[src/rtl/csr_unit.sv]
// Machine-mode CSR file for the writeback trap interface.
// Holds status/trap state, gated interrupt requests and 64-bit counters.
module csr_unit #(
    parameter logic [31:0] MTVEC_RESET = 32'h00000000,
    parameter logic [31:0] MISA_VALUE  = 32'h40000100,
    parameter logic [31:0] HART_ID     = 32'd0
) (
    input  logic        clk,
    input  logic        reset,
    input  logic [11:0] read_address,
    output logic [31:0] read_data,
    output logic        read_valid,
    input  logic        csr_write,
    input  logic [11:0] csr_address,
    input  logic [31:0] csr_data,
    input  logic        traped,
    input  logic        mret,
    input  logic        retired,
    input  logic [31:0] ecp,
    input  logic [3:0]  ecause,
    input  logic        interupt,
    input  logic        ext_software,
    input  logic        ext_timer,
    input  logic        ext_external,
    output logic        sip,
    output logic        tip,
    output logic        eip,
    output logic [31:0] trap_vector,
    output logic [31:0] mret_vector
);

    logic        st_mie, st_mpie;
    logic        ie_s, ie_t, ie_e;
    logic        ip_s, ip_t, ip_e;
    logic [31:0] mtvec, mscratch, mepc;
    logic        mcause_int;
    logic [3:0]  mcause_code;
    logic [63:0] mcycle, minstret;
    logic        wr;
    logic        cyc_lo, cyc_hi, ins_lo, ins_hi;
    logic [31:0] tv_base;

    // A trap or mret in the same cycle swallows any CSR write.
    assign wr     = csr_write & ~traped & ~mret;
    assign cyc_lo = wr && (csr_address == 12'hB00);
    assign cyc_hi = wr && (csr_address == 12'hB80);
    assign ins_lo = wr && (csr_address == 12'hB02);
    assign ins_hi = wr && (csr_address == 12'hB82);

    always_ff @(posedge clk or posedge reset) begin
        if (reset) begin
            st_mie      <= 1'b0;
            st_mpie     <= 1'b0;
            ie_s        <= 1'b0;
            ie_t        <= 1'b0;
            ie_e        <= 1'b0;
            ip_s        <= 1'b0;
            ip_t        <= 1'b0;
            ip_e        <= 1'b0;
            mtvec       <= MTVEC_RESET & 32'hFFFF_FFFD;
            mscratch    <= 32'd0;
            mepc        <= 32'd0;
            mcause_int  <= 1'b0;
            mcause_code <= 4'd0;
        end else begin
            ip_s <= ext_software;
            ip_t <= ext_timer;
            ip_e <= ext_external;
            if (traped) begin
                mepc        <= ecp & 32'hFFFF_FFFC;
                mcause_int  <= interupt;
                mcause_code <= ecause;
                st_mpie     <= st_mie;
                st_mie      <= 1'b0;
            end else if (mret) begin
                st_mie  <= st_mpie;
                st_mpie <= 1'b1;
            end else if (csr_write) begin
                case (csr_address)
                    12'h300: begin
                        st_mie  <= csr_data[3];
                        st_mpie <= csr_data[7];
                    end
                    12'h304: begin
                        ie_s <= csr_data[3];
                        ie_t <= csr_data[7];
                        ie_e <= csr_data[11];
                    end
                    12'h305: mtvec    <= csr_data & 32'hFFFF_FFFD;
                    12'h340: mscratch <= csr_data;
                    12'h341: mepc     <= csr_data & 32'hFFFF_FFFC;
                    12'h342: begin
                        mcause_int  <= csr_data[31];
                        mcause_code <= csr_data[3:0];
                    end
                    default: ;
                endcase
            end
        end
    end

    always_ff @(posedge clk or posedge reset) begin
        if (reset) begin
            mcycle   <= 64'd0;
            minstret <= 64'd0;
        end else begin
            if (cyc_lo)      mcycle[31:0]  <= csr_data;
            else if (cyc_hi) mcycle[63:32] <= csr_data;
            else             mcycle        <= mcycle + 64'd1;
            if (ins_lo)       minstret[31:0]  <= csr_data;
            else if (ins_hi)  minstret[63:32] <= csr_data;
            else if (retired) minstret        <= minstret + 64'd1;
        end
    end

    assign sip = st_mie & ie_s & ip_s;
    assign tip = st_mie & ie_t & ip_t;
    assign eip = st_mie & ie_e & ip_e;

    assign tv_base     = {mtvec[31:2], 2'b00};
    assign trap_vector = (mtvec[0] && interupt)
                       ? tv_base + {26'd0, ecause, 2'b00}
                       : tv_base;
    assign mret_vector = mepc;

    always_comb begin
        read_data  = 32'd0;
        read_valid = 1'b1;
        case (read_address)
            12'h300: read_data = {24'd0, st_mpie, 3'd0, st_mie, 3'd0};
            12'h301: read_data = MISA_VALUE;
            12'h304: read_data = {20'd0, ie_e, 3'd0, ie_t, 3'd0, ie_s, 3'd0};
            12'h305: read_data = mtvec;
            12'h340: read_data = mscratch;
            12'h341: read_data = mepc;
            12'h342: read_data = {mcause_int, 27'd0, mcause_code};
            12'h343: read_data = 32'd0;
            12'h344: read_data = {20'd0, ip_e, 3'd0, ip_t, 3'd0, ip_s, 3'd0};
            12'hF11, 12'hF12, 12'hF13: read_data = 32'd0;
            12'hF14: read_data = HART_ID;
            12'hB00, 12'hC00: read_data = mcycle[31:0];
            12'hB80, 12'hC80: read_data = mcycle[63:32];
            12'hB02, 12'hC02: read_data = minstret[31:0];
            12'hB82, 12'hC82: read_data = minstret[63:32];
            default: read_valid = 1'b0;
        endcase
    end

endmodule

[config.mk]
export PLATFORM = sky130hd
export DESIGN_NAME = csr_unit
export DESIGN_NICKNAME = d
export VERILOG_FILES = /design/src/rtl/csr_unit.sv
export SDC_FILE = /design/constraint.sdc
export NUM_CORES = 1
export LEC_CHECK = 0
export BUFFER_PORTS_ARGS = -buffer_cell sky130_fd_sc_hd__clkbuf_2
export CAP_MARGIN = 20
export CORE_ASPECT_RATIO = 1.25
export CORE_MARGIN = 1.5
export CORE_UTILIZATION = 43
export CTS_CLUSTER_DIAMETER = 80
export DETAILED_ROUTE_END_ITERATION = 8
export HOLD_SLACK_MARGIN = 0.02
export SLEW_MARGIN = 20
export SYNTH_ARGS = -nofsm -noshare
export SYNTH_HDL_FRONTEND = slang
export SYNTH_SLANG_ARGS = --single-unit
[constraint.sdc]
create_clock -name clk -period 8.55 [get_ports clk]
set_input_delay 0.855 -clock clk [delete_from_list [all_inputs] [get_ports clk]]
set_output_delay 0.855 -clock clk [all_outputs]
set_load 0.05 [all_outputs]
Word level (Yosys, flattened, before mapping)
Index checks and enable logic that the tools add are counted.

Output and inout port bits: 100. Bits of input ports: 102. Logic and storage cells: 120. Register bits after elaboration: 236.

Bitwise logic cells: 11. Add/sub/neg operators: 3. Muxes and demuxes: 30. Equal/unequal tests: 34. Reductions and logical operators: 25.

Operator list (number): 32-bit case mux with 12 select lines (1); 32-bit 2-to-1 mux (11); 12-bit == test, second input constant (16); 12-bit by 10-bit == test with 1-bit output, second input constant (15); 64-bit by 1-bit adder with 64-bit output, second input constant (2); 64-bit 2-to-1 mux (1); 32-bit by 6-bit adder with 32-bit output (1); 21-bit OR reduction (1); 4-bit 2-to-1 mux (4); 1-bit 2-to-1 mux (13); 4-bit AND reduction (3); 2-bit nonzero test (5); 1-bit AND (8); 2-bit OR reduction (4); 2-bit != test, second input constant (3); 2-bit AND reduction (3); 3-bit AND reduction (2); 3-bit nonzero test (2); 1-bit logical AND (5); 1-bit NOT (3).

Logic depth before layout (Yosys ltp)
Word-level depth: 6. Depth in mapped cells: 9. Depth with buffers taken out: 8.

Worst setup path before layout
No wires, ideal clock.

Path type: input to output. From: in read_address[0]. To: out read_data[31]. Slack: 4.654 ns. Arrival: 3.041 ns. Cell stages on the path: 7. Buffers on the path: 2. Required time: 7.695 ns. Cells stage by stage: clkbuf_1 nor4b_1 nand2b_1 nor2_1 clkbuf_1 nand2_1 o2111ai_1.

Word-level cells in the longest chain between the ends: 3. Elaborated cells on any way between the ends: 21. Those cells by class: 16 x eq/ne; 1 x mux; 4 x reduce/logical.

Ends and longest elaborated chain: start, declared (RTL line 10) `input logic [11:0] read_address,`; 12-bit == test (RTL line 129) `case (read_address)`; 2-bit OR reduction (RTL line 129); 32-bit case mux with 12 select lines (*) (RTL line 129); end, declared (RTL line 11) `output logic [31:0] read_data,`.

Every way passes the cells marked *; elsewhere a longest branch is shown, timed or not.

Worst setup path after layout
From: in read_address[7]. To: out read_data[31].

Same word-level chain as after synthesis.

==> run_summary.xml <==
<?xml version="1.0" encoding="UTF-8"?>
<metrics>
  <group name="cts">
    <metric name="total_cts_buffers" unit="">28</metric>
    <metric name="clock_tree.root_cell" unit="">sky130_fd_sc_hd__clkbuf_16</metric>
    <metric name="h-tree-depth" unit="">1</metric>
    <metric name="postCtsSetupRepairBufs" unit="">0</metric>
    <metric name="clkSlewWorstSetupHoldPaths" unit="ns">0.07</metric>
    <metric name="post_cts_hold_buffer_count" unit="">0</metric>
    <metric name="cts_repair_resize_count" unit="">0</metric>
    <metric name="tritoncts" unit="">done</metric>
    <metric name="numClockSinks" unit="">234</metric>
    <metric name="insertion_delay" unit="ns">0.57</metric>
    <metric name="clock_path_buffers" unit="">3</metric>
  </group>
  <group name="routing">
    <metric name="avgViaCountPerCell" unit="">6.553</metric>
    <metric name="drtAntennaViolNets" unit="">0</metric>
    <metric name="dr_total_vias" unit="">14970</metric>
    <metric name="drc" unit="">0</metric>
    <metric name="drt-total-wl" unit="um">59980</metric>
    <metric name="routedWlPerCell" unit="um">26.26</metric>
    <metric name="detailedRoute.firstIterationViolations" unit="">1897</metric>
    <metric name="detail_route.first_pass.iterations" unit="">7</metric>
  </group>
  <group name="critical_path">
    <metric name="required" unit="ns">7.70</metric>
    <metric name="end_kind" unit="">primary output</metric>
    <metric name="critical_path_peak_fanout" unit="">12</metric>
    <metric name="criticalPathCategory" unit="">in2out</metric>
    <metric name="critical_path_arrival" unit="ns">3.66</metric>
    <metric name="worstSetupStartpointType" unit="">primary input</metric>
  </group>
  <group name="pwr">
    <metric name="p_sw" unit="uW">775.4</metric>
    <metric name="power_density" unit="mW/mm2">161.6</metric>
    <metric name="cellLeakagePower" unit="nW">7.455</metric>
    <metric name="power.total" unit="mW">2.760</metric>
    <metric name="share_seq_of_total_power" unit="%">44.5</metric>
    <metric name="cell_int_power" unit="mW">1.985</metric>
    <metric name="power.share.switching" unit="%">28.09</metric>
    <metric name="max_vdd_drop" unit="mV">0.1326</metric>
    <metric name="power.clock.fraction" unit="%">45.3</metric>
    <metric name="power.combinational.fraction" unit="%">10.2</metric>
  </group>
  <group name="global_routing">
    <metric name="grt_usage" unit="%">33.56</metric>
    <metric name="globalRoute.totalOverflow" unit="">0</metric>
    <metric name="grtUsageMet3" unit="%">4.619</metric>
    <metric name="grt_antenna_before_repair" unit="">1</metric>
    <metric name="global_route_wire_length_before_repair" unit="um">89600</metric>
    <metric name="top_usage_layer" unit="">met2</metric>
    <metric name="number_of_global_route_vias_before_repair" unit="">13980</metric>
    <metric name="grt_start_max_net_pins" unit="">125</metric>
    <metric name="global_route.usage.met1" unit="%">45.36</metric>
    <metric name="global_route.usage.met2" unit="%">52.72</metric>
  </group>
  <group name="synth">
    <metric name="dominantRegCellSynth" unit="">sky130_fd_sc_hd__dfrtp_1</metric>
    <metric name="post_synth_inst_count" unit="">1698</metric>
    <metric name="synth.yosys.seq_area_share" unit="%">39.55</metric>
    <metric name="synth-warning-count" unit="">0</metric>
    <metric name="avgSynthCellArea" unit="um2">8.719</metric>
    <metric name="synth_edf_count" unit="">0</metric>
    <metric name="synth_top_area_share" unit="%">39.55</metric>
    <metric name="synth_area_leader_cell" unit="">sky130_fd_sc_hd__dfrtp_1</metric>
    <metric name="synth.ff_latch_count" unit="">234</metric>
    <metric name="yosys.cell_types.count" unit="">66</metric>
    <metric name="synthesis.area" unit="mm2">0.01481</metric>
    <metric name="ys_async_sr_fraction" unit="%">100.0</metric>
    <metric name="yosys-top-cells-area" unit="">sky130_fd_sc_hd__dfrtp_1 40%, sky130_fd_sc_hd__mux2_2 5.3%, sky130_fd_sc_hd__nand2_1 5.3%, sky130_fd_sc_hd__nand3_1 4.1%, sky130_fd_sc_hd__mux2i_1 3.9%</metric>
  </group>
  <group name="placed_design">
    <metric name="port-buffer-count" unit="">195</metric>
    <metric name="dp.cells" unit="">2231</metric>
    <metric name="pre_cts_slack" unit="ns">3.998</metric>
    <metric name="place_area" unit="mm2">0.01610</metric>
    <metric name="dp_hpwl" unit="um">43630</metric>
    <metric name="gp_routability_congestion" unit="">1.016</metric>
  </group>
  <group name="sta">
    <metric name="max_freq" unit="MHz">221.3</metric>
    <metric name="hold_violations" unit="">0</metric>
    <metric name="maxSlewViolCount" unit="">0</metric>
    <metric name="final-setup-viol-count" unit="">0</metric>
    <metric name="fin_ws" unit="ns">4.032</metric>
    <metric name="skew" unit="ns">0.01285</metric>
    <metric name="relSlewSlack" unit="%">27.20</metric>
    <metric name="worstMarginPinSlew" unit="ns">1.082</metric>
    <metric name="layout_worst_path_cycle_share" unit="%">52.84</metric>
    <metric name="worst_hold_slack" unit="ns">0.3912</metric>
    <metric name="grt_setup_unrepaired" unit="">false</metric>
    <metric name="setup_total_negative_slack" unit="ns">0</metric>
    <metric name="finalWorstPathRequiredPeriod" unit="ns">4.518</metric>
  </group>
  <group name="worst_hold_path">
    <metric name="hp-class" unit="">in2reg</metric>
  </group>
  <group name="die">
    <metric name="floorplan.die.height" unit="um">210.5</metric>
    <metric name="die-area" unit="mm2">0.03556</metric>
    <metric name="initial_core_util" unit="%">43.83</metric>
    <metric name="die_w" unit="um">169.0</metric>
    <metric name="num_rows" unit="">75</metric>
    <metric name="floorplan.io_pins" unit="">202</metric>
    <metric name="core-area" unit="mm2">0.03378</metric>
  </group>
  <group name="run_status">
    <metric name="status" unit="">complete, no violations</metric>
  </group>
  <group name="flow_run">
    <metric name="drv.max_cap_violation_count" unit="">0</metric>
  </group>
  <group name="finish">
    <metric name="stdcell_area" unit="mm2">0.01708</metric>
    <metric name="layout_commonest_cell" unit="">sky130_fd_sc_hd__dfrtp_1</metric>
    <metric name="layout.filler_cells" unit="">3265</metric>
    <metric name="final_nets" unit="">1949</metric>
    <metric name="layout.cells.most_common_list" unit="">234 x sky130_fd_sc_hd__dfrtp_1, 208 x sky130_fd_sc_hd__nand2_1, 195 x sky130_fd_sc_hd__clkbuf_2</metric>
    <metric name="layout-area-overhead-vs-synth" unit="%">15.37</metric>
    <metric name="final-instance-count-excl-fill" unit="">2284</metric>
    <metric name="final_core_util" unit="%">50.56</metric>
    <metric name="fraction_of_layout_cells_with_a_size_suffix_above_1" unit="%">19.46</metric>
  </group>
</metrics>
sequential cells by signal, indices dropped and copies added, names as in the netlist:
name and count:
ie_e 1, ie_s 1, ie_t 1, ip_e 1, ip_s 1, ip_t 1, mcause_code 4, mcause_int 1
mcycle 64, minstret 64, mret_vector 30, mscratch 32, mtvec 31, st_mie 1, st_mpie 1
worst max-delay path, stage by stage:
cell                        delay, ns
sky130_fd_sc_hd__clkbuf_2        0.31
sky130_fd_sc_hd__nor3_1          0.61
sky130_fd_sc_hd__nand3_1         0.47
sky130_fd_sc_hd__nor4_1          0.63
sky130_fd_sc_hd__a221oi_1        0.17
sky130_fd_sc_hd__o2111ai_1       0.24
sky130_fd_sc_hd__clkbuf_2        0.36
cell usage after synthesis, drive strengths merged (3+ instances only):
master    n
nand2b   15
o21ai    75
nand4    64
or2       6
a22oi    64
a31oi    10
xor2     16
nor3b     5
nor2    135
and2     13
a211oi    7
nor2b     4
or3      19
xnor2    55
a221oi    9
nand3b    3
o22ai     4
dfrtp   234
and3     26
nand4b    3
a211o     4
a32oi     4
a222oi   29
o31ai     6
a221o    24
ha        6
nand3   121
o211ai   25
a22o      4
o41ai     6
nor4     49
mux2i    57
mux2     70
nand2   211
a21o     10
nor4b     4
clkbuf   75
nor3     66
or4      11
a21oi    64
buf      34
inv      25
and4      7
per-layer routing:
metal,vias to the layer above,part of all wire (%)
met5,-,0
met4,0,5.6
met3,174,8.7
met2,802,46
met1,7342,40
li1,6650,-
power groups by stage:
stage / registers, mW / logic, mW / clock network (mW)
after floorplan: 1.27 / 0.130 / 0
after global placement: 1.24 / 0.275 / 0
after detailed placement: 1.24 / 0.280 / 0
after CTS: 1.23 / 0.281 / 1.26
after global routing: 1.24 / 0.303 / 1.31
final: 1.23 / 0.283 / 1.25
cell type report:
class                           count  area [um2]  area share (%)
Antenna cell                        1       2.502         0.01465
Clock inverter                     10       131.4          0.7691
Inverter                           25       101.3          0.5933
Multi-Input combinational cell   1333        8498           49.75
Tap cell                          423       529.3           3.098
Clock buffer                       40       807.0           4.725
Timing Repair Buffer              218        1156           6.768
Sequential cell                   234        5856           34.28
worst paths after layout:
| path | from | to | slack [ns] | depth (start not counted) |
|---|---|---|---|---|
| hold reg to reg | mscratch[24] | mscratch[24] | 0.51 | 1 |
| setup reg to reg | mcycle[32] | mcycle[57] | 4.97 | 6 |
| min in group asynchronous | reset | mcycle[41] | 0.42 | 2 |
| max in group asynchronous | reset | minstret[55] | 6.68 | 3 |
| setup / recovery | read_address[7] | read_data[31] | 4.03 | 7 |
| hold / removal | ext_timer | ip_t | 0.39 | 1 |
logic make-up after synthesis:
group / Yosys count / share of synthesized area (%)
mux: 127 / 9.178
xor+xnor: 71 / 4.200
fa+ha+maj: 7 / 0.6423
flops: 234 / 39.55
compound gates: 357 / 16.84
buf+inv: 134 / 3.718
simple gates: 767 / 25.84
other cells: 1 / 0.02533
Note: power is estimated with default switching activity, not from simulation.
